==> src/rtl/mmcm_ctrl_pkg.sv <==
// Shared definitions for the MMCM input-select control slice.
//   mmcm_state_e : sequencer states (reset hold, select switch, lock wait,
//                  locked, failed).
//   cnt_width()  : bits needed to hold a counter value 0..max_val.
//   max3()       : largest of three integers, used to size shared counters.
package mmcm_ctrl_pkg;

    typedef enum logic [2:0] {
        ST_RST_HOLD  = 3'd0,
        ST_SWITCH    = 3'd1,
        ST_WAIT_LOCK = 3'd2,
        ST_LOCKED    = 3'd3,
        ST_FAIL      = 3'd4
    } mmcm_state_e;

    function automatic int cnt_width(input int max_val);
        if (max_val < 32'sd1) begin
            return 32'sd1;
        end else begin
            return $clog2(max_val + 32'sd1);
        end
    endfunction

    function automatic int max3(input int a, input int b, input int c);
        int m;
        m = a;
        if (b > m) begin
            m = b;
        end else begin
            m = m;
        end
        if (c > m) begin
            m = c;
        end else begin
            m = m;
        end
        return m;
    endfunction

endpackage

==> src/rtl/sync_bit.sv <==
// Multi-flop synchroniser for a single asynchronous status bit.
//   clk   : destination clock
//   reset : synchronous, active-low; clears every stage to 0
//   d     : asynchronous input
//   q     : synchronised output (last stage)
module sync_bit #(
    parameter int STAGES = 32'sd2
) (
    input  logic clk,
    input  logic reset,
    input  logic d,
    output logic q
);

    if (STAGES < 32'sd1) begin : g_bad_stages
        $error("sync_bit: STAGES must be at least 1");
    end

    logic [STAGES-1:0] sync_r;

    // Shift chain: new sample enters at bit 0, q taken from the top bit.
    always_ff @(posedge clk) begin
        if (!reset) begin
            sync_r <= {STAGES{1'b0}};
        end else begin
            sync_r <= (sync_r << 1) | STAGES'(d);
        end
    end

    assign q = sync_r[STAGES-1];

endmodule

==> src/rtl/mmcm_clksel_sequencer.sv <==
// Reset/CLKINSEL sequencer for one MMCME2_ADV with two reference inputs.
// Holds MMCM RST high around every CLKINSEL update, qualifies LOCKED,
// retries on lock timeout and optionally re-locks after lock loss.
//   clk, reset        : free-running control clock, sync active-low reset
//   req_valid/req_sel : request to re-run the sequence with a new select
//   req_ready         : high in LOCKED and FAIL only
//   mmcm_rst          : MMCM RST
//   mmcm_clkinsel     : MMCM CLKINSEL
//   mmcm_locked       : raw MMCM LOCKED (asynchronous)
//   locked, busy      : qualified lock / sequence in progress
//   done, lock_lost   : one-cycle pulses on lock declared / lock dropped
//   err_timeout       : high while in FAIL
//   retry_cnt         : timeouts retried in the current sequence
module mmcm_clksel_sequencer
    import mmcm_ctrl_pkg::*;
#(
    parameter logic DEFAULT_SEL         = 1'b0,
    parameter int   RST_HOLD_CYCLES     = 32'sd16,
    parameter int   SEL_SETUP_CYCLES    = 32'sd4,
    parameter int   LOCK_TIMEOUT_CYCLES = 32'sd65535,
    parameter int   LOCK_STABLE_CYCLES  = 32'sd8,
    parameter int   MAX_RETRIES         = 32'sd3,
    parameter bit   AUTO_RELOCK         = 1'b1,
    parameter int   SYNC_STAGES         = 32'sd2
) (
    input  logic       clk,
    input  logic       reset,
    input  logic       req_valid,
    input  logic       req_sel,
    output logic       req_ready,
    output logic       mmcm_rst,
    output logic       mmcm_clkinsel,
    input  logic       mmcm_locked,
    output logic       locked,
    output logic       busy,
    output logic       done,
    output logic       lock_lost,
    output logic       err_timeout,
    output logic [1:0] retry_cnt
);

    if ((MAX_RETRIES > 32'sd3) || (MAX_RETRIES < 32'sd0) ||
        (RST_HOLD_CYCLES < 32'sd1) || (SEL_SETUP_CYCLES < 32'sd1) ||
        (LOCK_TIMEOUT_CYCLES < 32'sd1) || (LOCK_STABLE_CYCLES < 32'sd1)) begin : g_bad_params
        $error("mmcm_clksel_sequencer: parameter out of range");
    end

    // One phase counter serves hold, setup and timeout since only one runs at a time.
    localparam int CW = cnt_width(max3(RST_HOLD_CYCLES, SEL_SETUP_CYCLES, LOCK_TIMEOUT_CYCLES));
    localparam int SW = cnt_width(LOCK_STABLE_CYCLES);

    localparam logic [CW-1:0] HOLD_LAST   = CW'(RST_HOLD_CYCLES - 32'sd1);
    localparam logic [CW-1:0] SETUP_LAST  = CW'(SEL_SETUP_CYCLES - 32'sd1);
    localparam logic [CW-1:0] TMO_LAST    = CW'(LOCK_TIMEOUT_CYCLES - 32'sd1);
    localparam logic [CW-1:0] CNT_SAT     = {CW{1'b1}};
    localparam logic [SW-1:0] STABLE_LAST = SW'(LOCK_STABLE_CYCLES - 32'sd1);
    localparam logic [SW-1:0] STABLE_SAT  = {SW{1'b1}};
    localparam logic [1:0]    RETRY_MAX   = 2'(MAX_RETRIES);

    mmcm_state_e state_r, state_s;
    logic [CW-1:0] cnt_r, cnt_s, cnt_inc_s;
    logic [SW-1:0] stable_r, stable_s, stable_inc_s;
    logic [1:0]    retry_r, retry_s;
    logic          target_r, target_s;
    logic          lk_s;
    logic          accept_s, lock_drop_s;
    logic          rst_o_s, sel_o_s, locked_o_s, busy_o_s, ready_o_s;
    logic          done_o_s, lost_o_s, err_o_s;

    sync_bit #(.STAGES(SYNC_STAGES)) u_lock_sync (
        .clk   (clk),
        .reset (reset),
        .d     (mmcm_locked),
        .q     (lk_s)
    );

    assign cnt_inc_s    = (cnt_r == CNT_SAT) ? cnt_r : cnt_r + CW'(1'b1);
    assign stable_inc_s = (stable_r == STABLE_SAT) ? stable_r : stable_r + SW'(1'b1);
    assign accept_s     = req_valid && req_ready;
    // A drop is only reported once: locked stays low afterwards.
    assign lock_drop_s  = (state_r == ST_LOCKED) && locked && !lk_s;
    assign retry_cnt    = retry_r;

    // State, counters and registered outputs.
    always_ff @(posedge clk) begin
        if (!reset) begin
            state_r       <= ST_RST_HOLD;
            cnt_r         <= {CW{1'b0}};
            stable_r      <= {SW{1'b0}};
            retry_r       <= 2'd0;
            target_r      <= DEFAULT_SEL;
            mmcm_rst      <= 1'b1;
            mmcm_clkinsel <= DEFAULT_SEL;
            locked        <= 1'b0;
            busy          <= 1'b1;
            req_ready     <= 1'b0;
            done          <= 1'b0;
            lock_lost     <= 1'b0;
            err_timeout   <= 1'b0;
        end else begin
            state_r       <= state_s;
            cnt_r         <= cnt_s;
            stable_r      <= stable_s;
            retry_r       <= retry_s;
            target_r      <= target_s;
            mmcm_rst      <= rst_o_s;
            mmcm_clkinsel <= sel_o_s;
            locked        <= locked_o_s;
            busy          <= busy_o_s;
            req_ready     <= ready_o_s;
            done          <= done_o_s;
            lock_lost     <= lost_o_s;
            err_timeout   <= err_o_s;
        end
    end

    // Next-state, counter and target selection.
    always_comb begin
        state_s  = state_r;
        cnt_s    = cnt_r;
        stable_s = stable_r;
        retry_s  = retry_r;
        target_s = target_r;
        case (state_r)
            ST_RST_HOLD: begin
                if (cnt_r >= HOLD_LAST) begin
                    state_s = ST_SWITCH;
                    cnt_s   = {CW{1'b0}};
                end else begin
                    cnt_s = cnt_inc_s;
                end
            end
            ST_SWITCH: begin
                if (cnt_r >= SETUP_LAST) begin
                    state_s  = ST_WAIT_LOCK;
                    cnt_s    = {CW{1'b0}};
                    stable_s = {SW{1'b0}};
                end else begin
                    cnt_s = cnt_inc_s;
                end
            end
            ST_WAIT_LOCK: begin
                if (lk_s) begin
                    stable_s = stable_inc_s;
                end else begin
                    stable_s = {SW{1'b0}};
                end
                // A completed stability run wins over a timeout in the same cycle.
                if (lk_s && (stable_r >= STABLE_LAST)) begin
                    state_s  = ST_LOCKED;
                    retry_s  = 2'd0;
                    cnt_s    = {CW{1'b0}};
                    stable_s = {SW{1'b0}};
                end else if (cnt_r >= TMO_LAST) begin
                    cnt_s    = {CW{1'b0}};
                    stable_s = {SW{1'b0}};
                    if (retry_r < RETRY_MAX) begin
                        retry_s = retry_r + 2'd1;
                        state_s = ST_RST_HOLD;
                    end else begin
                        state_s = ST_FAIL;
                    end
                end else begin
                    cnt_s = cnt_inc_s;
                end
            end
            ST_LOCKED, ST_FAIL: begin
                if (accept_s) begin
                    state_s  = ST_RST_HOLD;
                    target_s = req_sel;
                    retry_s  = 2'd0;
                    cnt_s    = {CW{1'b0}};
                end else if (AUTO_RELOCK && lock_drop_s) begin
                    state_s = ST_RST_HOLD;
                    cnt_s   = {CW{1'b0}};
                end else begin
                    state_s = state_r;
                end
            end
            default: begin
                state_s = ST_RST_HOLD;
                cnt_s   = {CW{1'b0}};
            end
        endcase
    end

    // Output values for the next cycle, derived from the upcoming state.
    always_comb begin
        rst_o_s    = 1'b1;
        sel_o_s    = mmcm_clkinsel;
        locked_o_s = 1'b0;
        busy_o_s   = 1'b1;
        ready_o_s  = 1'b0;
        done_o_s   = 1'b0;
        err_o_s    = 1'b0;
        lost_o_s   = lock_drop_s;
        case (state_s)
            ST_RST_HOLD: begin
                rst_o_s = 1'b1;
            end
            ST_SWITCH: begin
                // CLKINSEL moves only on SWITCH entry, after the full RST hold.
                if (state_r != ST_SWITCH) begin
                    sel_o_s = target_r;
                end else begin
                    sel_o_s = mmcm_clkinsel;
                end
            end
            ST_WAIT_LOCK: begin
                rst_o_s = 1'b0;
            end
            ST_LOCKED: begin
                rst_o_s   = 1'b0;
                busy_o_s  = 1'b0;
                ready_o_s = 1'b1;
                if (state_r == ST_LOCKED) begin
                    locked_o_s = locked && lk_s;
                end else begin
                    locked_o_s = 1'b1;
                    done_o_s   = 1'b1;
                end
            end
            ST_FAIL: begin
                busy_o_s  = 1'b0;
                ready_o_s = 1'b1;
                err_o_s   = 1'b1;
            end
            default: begin
                rst_o_s = 1'b1;
            end
        endcase
    end

endmodule

==> config.mk <==
export PLATFORM = sky130hd
export DESIGN_NAME = mmcm_clksel_sequencer
export DESIGN_NICKNAME = d
export VERILOG_FILES = /design/src/rtl/mmcm_ctrl_pkg.sv /design/src/rtl/sync_bit.sv /design/src/rtl/mmcm_clksel_sequencer.sv
export SDC_FILE = /design/constraint.sdc
export NUM_CORES = 1
export LEC_CHECK = 0
export CAP_MARGIN = 30
export CORE_MARGIN = 4
export CORE_UTILIZATION = 60
export DETAILED_ROUTE_END_ITERATION = 8
export HOLD_SLACK_MARGIN = 0.03
export PLACE_DENSITY = 0.83
export SYNTH_ARGS = -nofsm -noshare
export SYNTH_HDL_FRONTEND = slang
export SYNTH_SLANG_ARGS = --single-unit
==> constraint.sdc <==
create_clock -name clk -period 7.2 [get_ports clk]
set_input_delay 1.44 -clock clk [delete_from_list [all_inputs] [get_ports clk]]
set_output_delay 1.44 -clock clk [all_outputs]
set_load 0.005 [all_outputs]
## Yosys cells after proc, flatten, opt, wreduce, memory -nomap -nowiden

Cells that the tools add are included.

- Register bits: 36
- Output and inout bits: 10
- Logic and storage cells: 90
- Bits of input ports: 5

- Reduce and logical (&&, ||, !) cells: 17
- Eq/ne operators: 17
- $lt $le $gt $ge: 5
- Multiplexer cells: 33
- Bitwise logic cells: 1
- Add/subtract/negate cells: 3

Operators by type and width:

| cell | count |
|---|---|
| $mux 16 | 7 |
| $pmux 16 s4 | 1 |
| $mux 3 | 7 |
| $mux 4 | 5 |
| $add 16x1->16 const B | 1 |
| $eq 16x16->1 const B | 1 |
| $ge 16x16->1 const B | 1 |
| $ge 16x2->1 const B | 1 |
| $ge 16x4->1 const B | 1 |
| $eq 3x2->1 const B | 4 |
| $pmux 3 s4 | 1 |
| $ne 3x3->1 const B | 3 |
| $mux 2 | 4 |
| $pmux 4 s2 | 1 |
| $eq 3x1->1 const B | 2 |
| $eq 3x3->1 const B | 2 |
| $mux 1 | 6 |
| $reduce_and 2->1 | 3 |
| $reduce_or 2->1 | 3 |
| $logic_and 1x1->1 | 5 |
| $ne 5x5->1 const B | 1 |
| $add 4x1->4 const B | 1 |
| $eq 4x4->1 const B | 1 |
| $ge 4x3->1 const B | 1 |
| 11 further kinds | 13 |

## Depth between registers and ports, before layout

Gate-level depths: netlist of run 1.

- Word-level depth: 9
- Depth in mapped cells: 9
- Gate-level depth less buffers: 8

## Hierarchy

From an unflattened synthesis of run 1, not the netlist that was laid out.

- Cells, all modules: 205
- Area total of the unflattened synthesis: 1846.8 sq um

Modules (own cells, without submodules):

| module | sequential area each (sq um) | area each (sq um) | cells each | times used |
|---|---|---|---|---|
| mmcm_clksel_sequencer | 680.7 | 1794.2 | 201 | 1 |
| sync_bit | 40.0 | 52.6 | 4 | 1 |

## Least setup slack after synthesis of run 1

Ideal clock, no wire load.

- Path kind: input-to-reg
- Start: in req_valid
- End: reg cnt_r[7]
- Setup slack: 4.390 ns
- Required time: 7.125 ns
- Cell stages on the path: 5
- Setup time: 0.075 ns
- Buffers on the path: 0
- Data arrival time: 2.735 ns
- Cell sequence: nand2_1 a221oi_1 nand4_1 or3b_1 o22ai_1

- Word-level cells in the longest chain between the ends: 3
- Elaborated cells on any way between the ends: 4
- Those cells by class: eq/ne (1); mux (2); reduce/logical (1)

Ends and longest elaborated chain:

| what | RTL line | RTL |
|---|---|---|
| start, declared | mmcm_clksel_sequencer.sv:28 | `input logic req_valid,` |
| $logic_and 1x1->1 (*) | mmcm_clksel_sequencer.sv:79 | `assign accept_s = req_valid && req_ready;` |
| $mux 16 | mmcm_clksel_sequencer.sv:168 | `if (accept_s) begin` |
| $pmux 16 s4 | mmcm_clksel_sequencer.sv:124 | `case (state_r)` |
| end signal, assigned | mmcm_clksel_sequencer.sv:88 | `cnt_r <= {CW{1'b0}};` |
| end signal, assigned | mmcm_clksel_sequencer.sv:102 | `cnt_r <= cnt_s;` |
| end, declared | mmcm_clksel_sequencer.sv:61 | `logic [CW-1:0] cnt_r, cnt_s, cnt_inc_s;` |

Every way passes the cells marked *; elsewhere a longest branch is shown, timed or not.
A chain may end at the register's enable or synchronous reset.

## Final worst setup path of run 1

Same ends and word-level chain as after synthesis.

==> results of run 1 <==
[cells in the final DEF (no fill, tap or decap), drive strengths merged, types with 3 or more instances in the layout]
cell and count:
nand2 19, clkdlybuf4s50 14, nand2b 4, ha 4, nand4 7, dfxtp 36
nor2 27, a21oi 10, a211oi 3, o21ai 6, or4 4, xnor2 4
and2 5, nand3 6, inv 5, xor2 9, and3 4, clkbuf 8
[registers in the layout, summed over array words and instances, names as in the netlist, 2 cells and up]
name / cells
cnt_r: 16
stable_r: 4
state_r: 3
u_lock_sync.sync_r: 2
retry_cnt: 2
[kinds of logic after synthesis]
logic type | Yosys count | synth area share
xor gates and xnor gates | 13 | 0.0678
and+or+nand+nor | 91 | 0.285
buffers and inverters | 11 | 0.0343
AOI/OAI and AO/OA | 36 | 0.148
muxes | 1 | 0.00596
adders and majority gates | 4 | 0.0298
DFF | 36 | 0.429
[power breakdown]
group	internal (uW)	switching (uW)	leakage, uW
clock	48.2	68.3	0.0000326
sequential	201	2.46	0.000291
combinational	5.31	6.11	0.000379
total	255	76.9	0.000703
[stage by stage]
stage                      util  setup slack (ns)
after detailed placement  0.708              3.61
after global routing      0.731              3.76
after global placement    0.708              3.76
final                     0.731              3.93
after floorplan               -              4.39
after CTS                 0.731              3.98
[worst max path at each step]
stage	startpoint	cells past startpoint	endpoint
after floorplan	req_valid	5	cnt_r[7]
after global placement	req_valid	6	cnt_r[7]
after detailed placement	req_valid	6	cnt_r[7]
after CTS	req_valid	6	cnt_r[7]
after global routing	req_valid	6	cnt_r[7]
final	req_valid	6	cnt_r[7]
[metal layers]
layer,part of all wire,vias to the layer above,GRT usage
met1,0.46,665,0.296
met2,0.46,46,0.357
met4,0.013,0,0.0774
li1,-,715,-
met3,0.063,6,0.0660
met5,0,-,0
[final cells by class]
class                      instances  area share
tap                               30      0.0200
timing repair buffer              14      0.0747
sequential                        36       0.384
multi-input combinational        145       0.480
clock buffer                       8      0.0313
inverter                           5      0.0100
[critical path, delay by kind of cell]
family,cells,cell delay [ns]
compound gates,2,0.84
simple gates,3,0.79
buf+inv,1,0.46
==> run_results.csv, run 1 <==
group,metric,value,unit
layout,regArea,721,um^2
layout,drive_gt1_frac,0.0673,
floorplanning,die_x,60.9,um
setup_path,cp-start-kind,"primary input",
sta,fin_crit,3.27,ns
outcome,status,"finished, final reports clean",
sta,fin_crit_sh,0.454,
sta,fmax,0.306,GHz
global_routing,overflow,0,
sta,fin_tns_setup,0,ns
synthesis,synthTopCellsByArea,"dfxtp_1, nor2_1, xor2_1",
floorplanning,die_h,60.9,um
place,dp.cells,230,
synthesis,yosysWarnings,0,
layout,final_cells,238,
floorplanning,design.core.area,0.00257,mm^2
global_routing,antenna_found_initial,0,
sta,hold_viol_final,0,
setup_path,path_max_fanout,8,
layout,fin_area,0.00188,mm^2
floorplanning,rows,18,
floorplanning,fp.dieArea,0.00371,mm^2
cts,cts_buffers,5,
global_routing,grt_max_degree,17,
synthesis,synth_flop_cell,"dfxtp_1",
worst_hold_path,hold_depth,1,
routing,drc,0,
routing,avgViaCountPerCell,6.02,
floorplanning,ioPinCount,15,
synthesis,syn_inst,192,
routing,drt_pass1_iterations,4,
synthesis,synth_cell_types,49,
cts,cts-root-buf,"clkbuf_4",
setup_path,path_cells,"clkdlybuf4s50_1, nand2_1, a221oi_1, nand4_1, or3b_1, o22ai_1",
cts,clk_pin_slew_worst_paths,0.10,ns
synthesis,async_flop_share,0,
cts,worstSkewPairLatency,0.36,ns
layout,fillCellCount,200,
sta,fin_worst_skew,0.0140,ns
setup_path,timing.rr.start,"cnt_r[4]",
setup_path,r2r_cells,6,
layout,synthToLayoutAreaGrowth,11.8,%
sta,setup_viol,0,
power_and_ir_drop,power.density,177,mW/mm^2
setup_path,crit_required,7.47,ns
cts,cts_resized,0,
synthesis,ys_seq_area_frac,0.429,
synthesis,syn-cell-area,0.00168,mm^2
cts,post_cts_buffers,0,
worst_hold_path,hold_end,"u_lock_sync.sync_r[1]",
power_and_ir_drop,total_power,331,uW
worst_hold_path,hp-class,"reg -> reg",
synthesis,ys_seq_elements,36,
place,io_buffers,14,
floorplanning,initial_core_util,0.654,
routing,vias,1432,
setup_path,crit_slowest_cell,"a221oi_1",
power_and_ir_drop,vdd_drop_max,0.168,mV
sta,rsz0062_at_grt,"false",
worst_hold_path,holdCritStartpoint,"u_lock_sync.sync_r[0]",
sta,worst_pin_slew,1.03,ns
synthesis,syn_avg_cell_area,8.75,um^2
sta,whs,0.443,ns
setup_path,crit_type,"in -> reg",
layout,nets,216,
layout,multi_input_area,901,um^2
synthesis,syn_nets,201,
cts,cts_hold_buf,0,
synthesis,synth_edf_count,0,
setup_path,cp-end-kind,"register",
global_routing,grt_usage,0.226,
cts,cts_tree,"yes",
place,dp_hpwl,2550,um
routing,wl_per_cell,14.7,um
setup_path,r2r-end,"cnt_r[7]",
place,gp_congestion,0.877,
place,placed_area,0.00182,mm^2
synthesis,yosysMostFrequentCell,"dfxtp_1",
global_routing,grt_pass1_wl,6160,um
cts,clock-sinks,36,
power_and_ir_drop,leakagePower,0.000703,uW
sta,finalMaxSlewViolations,0,
layout,diodes,0,
flow_run,drv_cap,0,
setup_path,cp.arrival,3.54,ns
synthesis,synth_top_area_frac,0.429,
routing,drt_iter0_drc,60,
cts,ctsHtreeMaxLevel,2,
setup_path,regToRegSetupSlack,4.57,ns
synthesis,yosys.area.top_type,"dfxtp_1",
routing,antenna_left,0,
global_routing,grt_pass1_vias,1347,
routing,routed_wl,3490,um
setup_path,slowest_delay,0.72,ns
cts,cts_buffer_depth,2,
synthesis,ys_top_cells_by_count,"dfxtp_1, nor2_1, nand2_1",
sta,worst_slew_margin_rel,0.305,
Power figures use the tool's default switching activity.
==> run 2, diff against run 1 <==
CORE_UTILIZATION = 56   (was 60)
PLACE_DENSITY = 0.78   (was 0.83)
clock period = 3.4 ns   (was 7.2 ns; I/O delays follow)
==> run 2 against run 1 <==
Design area is 1.8% higher. Combinational power grew 110%. Global-route usage shrank 3.2 points. Clock power is 150% higher. Sequential power increased by 110%. First-iteration DRC count increased by 58%. Setup slack lost 3.1 ns. Sequential share of layout area decreased by 0.68 points. Critical path type is now reg -> reg. Critical endpoint unchanged. Largest power group unchanged.
==> run_results.csv, run 2 (synthesis gave the netlist of run 1 again) <==
group,metric,value,unit
setup_path,critical_path_buf_inv_count,0,
global_routing,grt_usage,0.194,
place,gp_congestion,0.884,
global_routing,grt_pass1_vias,1442,
layout,largest_register,"cnt_r",
flow_run,drv_cap,0,
setup_path,crit_family,"simple AND/OR/NAND/NOR gates",
floorplanning,ioPinCount,15,
setup_path,path_cells,"nand4_1, nor4_1, a211o_1, nand3_1, nand2_1, o22ai_1",
cts,cts_buffer_depth,2,
floorplanning,die_h,62.8,um
sta,finalMaxSlewViolations,0,
sta,worst_slew_margin_rel,0.350,
setup_path,regToRegSetupSlack,0.85,ns
power_and_ir_drop,leakagePower,0.000723,uW
cts,cts_buffers,5,
routing,drt_pass1_iterations,4,
setup_path,timing.rr.start,"cnt_r[4]",
cts,post_cts_buffers,0,
sta,fin_crit_sh,0.750,
setup_path,r2r_cells,6,
cts,ctsHtreeMaxLevel,2,
cts,cts_tree,"yes",
global_routing,antenna_found_initial,0,
layout,nets,218,
setup_path,crit_type,"reg -> reg",
sta,setup_viol,0,
place,dp_slack,0.864,ns
floorplanning,rows,19,
sta,rsz0062_at_grt,"false",
sta,hold_viol_final,0,
sta,fin_crit,2.55,ns
cts,cts_hold_buf,0,
setup_path,endpoint,"cnt_r[7]",
layout,reg_top3,"cnt_r x16, stable_r x4, state_r x3",
layout,synthToLayoutAreaGrowth,13.8,%
place,io_buffers,14,
outcome,status,"finished, final reports clean",
global_routing,overflow,0,
routing,antenna_left,0,
layout,largest_register_ffs,16,
power_and_ir_drop,power.density,391,mW/mm^2
setup_path,cp.arrival,2.76,ns
floorplanning,design.core.area,0.00281,mm^2
global_routing,grt_max_degree,17,
setup_path,crit_slowest_cell,"nor4_1",
cts,clock-sinks,36,
sta,worst_slack,0.851,ns
setup_path,critPathLaunch,"cnt_r[4]",
routing,avgViaCountPerCell,5.95,
sta,fin_worst_skew,0.00518,ns
global_routing,grt_pass1_wl,6270,um
sta,worst_pin_slew,0.967,ns
worst_hold_path,hp-class,"reg -> reg",
sta,fin_tns_setup,0,ns
layout,drive_gt1_frac,0.0810,
floorplanning,initial_core_util,0.599,
power_and_ir_drop,vdd_drop_max,0.285,mV
setup_path,r2r-end,"cnt_r[7]",
setup_path,path_depth,6,
setup_path,cp-start-kind,"register",
routing,drt_iter0_drc,95,
cts,cts_resized,0,
cts,worstSkewPairLatency,0.34,ns
setup_path,path_max_fanout,16,
layout,diodes,0,
floorplanning,fp.dieArea,0.00394,mm^2
routing,drc,0,
cts,cts-root-buf,"clkbuf_4",
layout,final_common_cell,"dfxtp_1",
routing,wl_per_cell,14.2,um
routing,vias,1433,
layout,fillCellCount,230,
routing,routed_wl,3420,um
sta,fmax,0.392,GHz
setup_path,slowest_delay,0.82,ns
cts,clk_pin_slew_worst_paths,0.10,ns
layout,most-common-layout-cells,"dfxtp_1, nor2_1, nand2_1, clkdlybuf4s50_1, a21oi_1",
floorplanning,die_x,62.8,um
setup_path,crit_required,3.61,ns
place,dp_hpwl,2540,um
setup_path,cp-end-kind,"register",
run 2: metrics by stage:
stage	std cells	util	instance area [um^2]	total power, uW	hold WS (ns)
global placement	233	0.654	1830	463	0.415
floorplan	192	-	1680	456	0.412
detailed placement	233	0.654	1830	465	0.436
finish	241	0.681	1910	747	0.457
CTS	241	0.681	1910	752	0.465
global route	241	0.681	1910	781	0.489
run 2: worst min-delay path by stage:
stage / start / end / slack [ns] / depth (start not counted)
after floorplan: u_lock_sync.sync_r[0] / u_lock_sync.sync_r[1] / 0.41 / 1
after global placement: u_lock_sync.sync_r[0] / u_lock_sync.sync_r[1] / 0.42 / 1
after detailed placement: u_lock_sync.sync_r[0] / u_lock_sync.sync_r[1] / 0.44 / 1
after CTS: u_lock_sync.sync_r[0] / u_lock_sync.sync_r[1] / 0.46 / 1
after global routing: u_lock_sync.sync_r[0] / u_lock_sync.sync_r[1] / 0.49 / 1
final: u_lock_sync.sync_r[0] / u_lock_sync.sync_r[1] / 0.46 / 1
run 2: cell type report:
cell class / instances / area [um^2] / share of cell area
clock buffer: 6 / 41.3 / 0.0216
inverter: 5 / 18.8 / 0.00982
sequential: 36 / 721 / 0.377
multi-input combinational: 145 / 901 / 0.472
clock inverter: 2 / 35.0 / 0.0183
timing repair buffer: 16 / 155 / 0.0812
tap: 31 / 38.8 / 0.0203
run 2: routing by layer:
metal  global-route usage  up-vias  wire (um)
met5                    0        -          0
li1                     -      721          -
met1                0.248      664       1650
met2                0.309       38       1530
met4               0.0716        0         53
met3               0.0576       10        191
run 2: power breakdown:
part | internal (uW) | switching [uW]
registers | 426 | 5.66
clock network | 154 | 137
logic | 11.4 | 12.9
total | 591 | 156
